[config.mk]
export PLATFORM = sky130hd
export DESIGN_NAME = nibble_serial_adder
export DESIGN_NICKNAME = d
export VERILOG_FILES = /design/src/rtl/nibble_serial_adder.sv
export SDC_FILE = /design/constraint.sdc
export NUM_CORES = 1
export LEC_CHECK = 0
export BUFFER_PORTS_ARGS = -buffer_cell sky130_fd_sc_hd__buf_4
export CORE_ASPECT_RATIO = 0.8
export CORE_UTILIZATION = 58
export CTS_CLUSTER_DIAMETER = 60
export DETAILED_ROUTE_END_ITERATION = 10
export HOLD_SLACK_MARGIN = 0.15
export PLACE_DENSITY = 0.91
export SETUP_SLACK_MARGIN = 0.02
export SLEW_MARGIN = 20
export SYNTH_ARGS = -nofsm -noshare
export SYNTH_HDL_FRONTEND = slang
export SYNTH_SLANG_ARGS = --single-unit
[constraint.sdc]
create_clock -name clk -period 3.85 [get_ports clk]
set_input_delay 0.385 -clock clk [delete_from_list [all_inputs] [get_ports clk]]
set_output_delay 0.385 -clock clk [all_outputs]
set_load 0.02 [all_outputs]
[src/rtl/nibble_serial_adder.sv]
// Multi-precision add/subtract sequencer. One 4-bit carry-lookahead adder is reused
// once per nibble, LSB first, and the carry is held in a register between nibbles.
module carry_look_ahead_adder_4bits (
  input  logic [3:0] i_a,
  input  logic [3:0] i_b,
  input  logic       i_c,
  output logic [3:0] o_s,
  output logic       o_c
);
  logic [3:0] w_p, w_g;
  logic [4:0] w_c;

  assign w_p = i_a ^ i_b;
  assign w_g = i_a & i_b;
  // Each carry is expanded from the nibble carry-in rather than rippled
  assign w_c[0] = i_c;
  assign w_c[1] = w_g[0] | (w_p[0] & i_c);
  assign w_c[2] = w_g[1] | (w_p[1] & w_g[0]) | (w_p[1] & w_p[0] & i_c);
  assign w_c[3] = w_g[2] | (w_p[2] & w_g[1]) | (w_p[2] & w_p[1] & w_g[0])
                | (w_p[2] & w_p[1] & w_p[0] & i_c);
  assign w_c[4] = w_g[3] | (w_p[3] & w_g[2]) | (w_p[3] & w_p[2] & w_g[1])
                | (w_p[3] & w_p[2] & w_p[1] & w_g[0])
                | (w_p[3] & w_p[2] & w_p[1] & w_p[0] & i_c);
  assign o_s = w_p ^ w_c[3:0];
  assign o_c = w_c[4];
endmodule

module nibble_serial_adder #(
  parameter int WIDTH = 16
) (
  input  logic             clk,
  input  logic             rst_n,
  input  logic             in_valid,
  output logic             in_ready,
  input  logic [WIDTH-1:0] a,
  input  logic [WIDTH-1:0] b,
  input  logic             c_in,
  input  logic             sub,
  output logic             out_valid,
  input  logic             out_ready,
  output logic [WIDTH-1:0] sum,
  output logic             c_out,
  output logic             overflow,
  output logic             busy
);
  localparam int NIB = WIDTH / 4;
  localparam int CW  = (NIB > 1) ? $clog2(NIB) : 1;
  localparam logic [CW-1:0] LAST = CW'(NIB - 1);

  typedef enum logic [1:0] {IDLE, RUN, DONE} state_t;
  state_t r_state, w_next;

  logic [NIB-1:0][3:0] r_opa, r_opb, r_sum;
  logic [CW-1:0]       r_cnt;
  logic                r_carry, r_cout, r_ovf;
  logic [3:0]          w_s, w_na, w_nb;
  logic                w_c;

  assign w_na = r_opa[r_cnt];
  assign w_nb = r_opb[r_cnt];

  carry_look_ahead_adder_4bits u_cla (
    .i_a(w_na), .i_b(w_nb), .i_c(r_carry), .o_s(w_s), .o_c(w_c)
  );

  always_ff @(posedge clk or negedge rst_n) begin
    if (!rst_n) r_state <= IDLE;
    else        r_state <= w_next;
  end

  always_comb begin
    w_next = r_state;
    case (r_state)
      IDLE:    if (in_valid)       w_next = RUN;
      RUN:     if (r_cnt == LAST)  w_next = DONE;
      DONE:    if (out_ready)      w_next = IDLE;
      default:                     w_next = IDLE;
    endcase
  end

  always_ff @(posedge clk or negedge rst_n) begin
    if (!rst_n) begin
      r_opa   <= '0;
      r_opb   <= '0;
      r_sum   <= '0;
      r_cnt   <= '0;
      r_carry <= 1'b0;
      r_cout  <= 1'b0;
      r_ovf   <= 1'b0;
    end else begin
      case (r_state)
        IDLE: if (in_valid) begin
          r_opa   <= a;
          r_opb   <= sub ? ~b : b;
          r_carry <= sub | c_in;
          r_cnt   <= '0;
        end
        RUN: begin
          r_sum[r_cnt] <= w_s;
          r_carry      <= w_c;
          r_cnt        <= r_cnt + 1'b1;
          if (r_cnt == LAST) begin
            r_cout <= w_c;
            // Same-sign operands producing an opposite-sign result
            r_ovf  <= ~(r_opa[NIB-1][3] ^ r_opb[NIB-1][3]) & (r_opa[NIB-1][3] ^ w_s[3]);
          end
        end
        default: ;
      endcase
    end
  end

  assign in_ready  = (r_state == IDLE);
  assign out_valid = (r_state == DONE);
  assign busy      = (r_state != IDLE);
  assign sum       = r_sum;
  assign c_out     = r_cout;
  assign overflow  = r_ovf;
endmodule

==> results.txt <==
----------------------------------------------------
[Final layout]
  Number of antenna cells inserted ... 0
  FILL cells ... 306
  Highest-count cells in the layout ignoring fill and taps ... sky130_fd_sc_hd__nand2_1 (65), sky130_fd_sc_hd__buf_4 (59), sky130_fd_sc_hd__dfrtp_1 (55)
  Share of post-route cells with drive strength above 1 ... 27.6%
  Layout-stage area growth over the synthesis result ... 21.1%
  Post-layout util ... 75.0%
  Most common cell after layout, fill and taps aside ... sky130_fd_sc_hd__nand2_1
  Layout Cell Area excl Fill ... 3210 sq um
  Area taken by flip-flops and latches ... 1380 sq um
  Number of nets in the layout ... 361
  Area taken by multi-input logic gates ... 1180 sq um

[Setup path]
  Endpoint of the lowest-slack register-to-register path ... sum[7]$_DFFE_PN0P_
  Critical path data required time ... 4.07 ns
  Crit path launch type ... flip-flop
  Critical Path Slowest Stage Cell ... sky130_fd_sc_hd__dfrtp_1
  Flop2flop setup slack ... 1.26 ns
  Biggest cell delay along the critical path ... 0.76 ns
  Sum of buffers and inverters on the critical path ... 0
  CP Class ... reg2reg
  Worst path arrival time ... 2.81 ns
  Critical Path Start ... r_cnt[0]$_DFFE_PN0P_
  Endpoint of the worst setup timing path ... sum[7]$_DFFE_PN0P_
  Crit path cell chain ... mux4_2 -> ha_1 -> a21oi_1 -> o22ai_1 -> or2_4 -> o21ai_0
  Instance count on the critical path ... 6
  Crit. End Element ... flip-flop
  CP Max Fanout ... 13
  Delay-heaviest family, CP ... flip-flops
  Startpoint of the lowest-slack register-to-register path ... r_cnt[0]$_DFFE_PN0P_
  Reg2Reg Depth ... 6

[GRT]
  Wire length of the first global-routing pass ... 8960 microns
  Global routing usage summed across all routing layers ... 23.8%
  Number of antenna violations at the first check in global routing ... 0
  Residual overflow from global routing ... 0
  Maximum number of pins on one net before global-route repair ... 56
  Via count of the first global-routing pass ... 1964

[Synthesis]
  Primary FF master, synth ... sky130_fd_sc_hd__dfrtp_1
  Net count of the mapped netlist ... 305
  Largest area contributor in the netlist ... sky130_fd_sc_hd__dfrtp_1
  Proportion of synthesized chip area in sequential cells ... 51.9%
  Largest cells by area after synthesis ... sky130_fd_sc_hd__dfrtp_1 (52%), sky130_fd_sc_hd__nand2_1 (9.2%), sky130_fd_sc_hd__mux4_2 (6.8%), sky130_fd_sc_hd__xnor2_1 (5.3%), sky130_fd_sc_hd__ha_1 (3.8%)
  Total of warnings raised by yosys ... 0
  Mapped Avg Cell Area ... 10.3 sq um
  Cell Area, Synth ... 2650 sq um
  Proportion of netlist area held by the largest area contributor ... 51.9%
  Post-synth cell types ... 33
  Gate Count Post-Synth ... 258
  EDFF count, synth ... 0
  Seq cells post-synth ... 55
  Ys async rst share ... 100%

[Place]
  Total cell area at the placement stage ... 3100 sq um
  Count of input and output buffers ... 58
  Worst slack at placement ... 1.28 ns
  Final weighted congestion in routability-driven placement ... 0.814
  Estimated wirelength of the detail-placed design ... 3830 microns

[Floorplan]
  Die width ... 77.6 microns
  Initial Util ... 61.9%
  Height of the die ... 62.5 microns
  Core box area ... 4280 sq um
  Number of I/O pins ... 59
  Area of the die ... 4850 sq um
  Core Rows ... 21

[Power and ir drop]
  Worst IR drop on VDD ... 0.461 mV
  Power per unit of standard cell area ... 967 nW/um^2
  Overall power ... 3110 uW
  P_leak ... 0.00155 uW

[Detailed routing]
  Via count ... 1968
  Router iterations before antenna repair ... 4
  WL per Instance ... 13.9 microns
  Iter 0 DRT Violations ... 114
  Count of unresolved DRC violations after routing ... 0
  Final wirelength ... 5170 microns
  Number of routed nets with antenna violations ... 0
  Via density per instance ... 5.29

[STA]
  Count of final max-slew check failures ... 0
  Worst setup margin ... 1.26 ns
  RSZ-0062 raised after global routing ... no
  Crit share post-route ... 67.2%
  Clock Skew ... 0.00626 ns
  Transition time at the pin with the least slew margin ... 0.904 ns
  Minimum period implied by the final worst setup slack ... 2.59 ns
  Final count of hold timing violations ... 0
  Final setup violation count ... 0
  Max_slew headroom ... 39.7%
  Fmax ... 387 MHz
  Aggregate negative setup slack ... 0 ns

[Clock network]
  Buffer levels on the longest clock path ... 2
  Post-CTS Repair Setup Buffers ... 0
  CTS sink cnt ... 55
  H-tree depth ... 2
  Skew-Pair Late Insertion Delay ... 0.30 ns
  TritonCTS clock tree ... done
  CTS clock-pin slew for the worst setup and hold paths ... 0.09 ns
  Cts bufs inserted ... 5
  Root buf cell ... sky130_fd_sc_hd__clkbuf_8

[Status]
  Status ... complete, no violations

[Worst hold path]
  Hold WC Path Type ... in2reg

[Run]
  Number of violations of the max-capacitance limit ... 0

----------------------------------------------------
timing repair:
action | 4_1_cts | 5_1_grt
hold buffers | 1 | 0
gates resized for setup | 0 | 0
hold endpoints to repair | 55 | 0
cell families (layout without fill, tap and decap cells):
kind of cell,count (synthesis),after routing,share of synthesized area [%]
AOI/OAI and AO/OA,45,45,9.29
muxes,12,12,8.91
buffers and inverters,20,77,3.92
and+or+nand+nor,100,100,15.8
xor gates and xnor gates,17,17,5.61
DFF,55,55,51.9
adders and majority gates,9,9,4.53
area by class of cell:
cell class	instances	share of cell area, %
well taps	57	2.22
flip-flops and latches	55	42.8
multi-input cells	183	36.7
repair buffers	60	14.1
clock buffers	8	3.12
inverters	9	1.05
stage by stage:
| stage | std cells | hold slack [ns] |
|---|---|---|
| CTS | 372 | 0.271 |
| finish | 372 | 0.276 |
| detailed placement | 363 | 0.459 |
| global placement | 363 | 0.457 |
| global route | 372 | 0.269 |
| floorplan | 258 | 0.0894 |
metal layers:
metal / GRT usage (%) / wire length, microns / vias up
met5: 0 / 0 / -
li1: - / - / 959
met1: 32.4 / 2260 / 928
met3: 4.38 / 308 / 4
met4: 6.13 / 26 / 0
met2: 39.7 / 2580 / 77
sequential cells by signal, summed over array words and instances, names as in the netlist:
name / flops
sum: 16
r_state: 2
c_out: 1
r_opa: 16
r_carry: 1
r_opb: 16
r_cnt: 2
overflow: 1
synthesized netlist by cell type (all sizes together), types with 4 or more instances:
master	number
a21oi	18
buf	11
dfrtp	55
ha	8
inv	9
mux2	4
mux4	8
nand2	69
nor2	21
o21ai	20
xnor2	16
worst min path at each step:
stage | startpoint | to | slack [ns] | depth (start not counted)
3_3_place_gp | rst_n | r_state[1]$_DFFE_PN0P_ | 0.46 | 1
2_1_floorplan | rst_n | c_out$_DFFE_PN0P_ | 0.09 | 0
3_5_place_dp | rst_n | c_out$_DFFE_PN0P_ | 0.46 | 1
4_1_cts | a[12] | r_opa[12]$_DFFE_PN0P_ | 0.27 | 3
5_1_grt | a[12] | r_opa[12]$_DFFE_PN0P_ | 0.27 | 3
6_report | a[5] | r_opa[5]$_DFFE_PN0P_ | 0.28 | 3
tightest hold or removal path: stages:
cell	delay (ns)
sky130_fd_sc_hd__buf_4	0.08
sky130_fd_sc_hd__nand2_1	0.04
sky130_fd_sc_hd__nand2_1	0.04
power by group:
group | switching, uW | internal, uW
Sequential | 227 | 861
Combinational | 934 | 749
Clock | 171 | 164
Total | 1330 | 1770
Note: power is estimated with default switching activity, not from simulation.
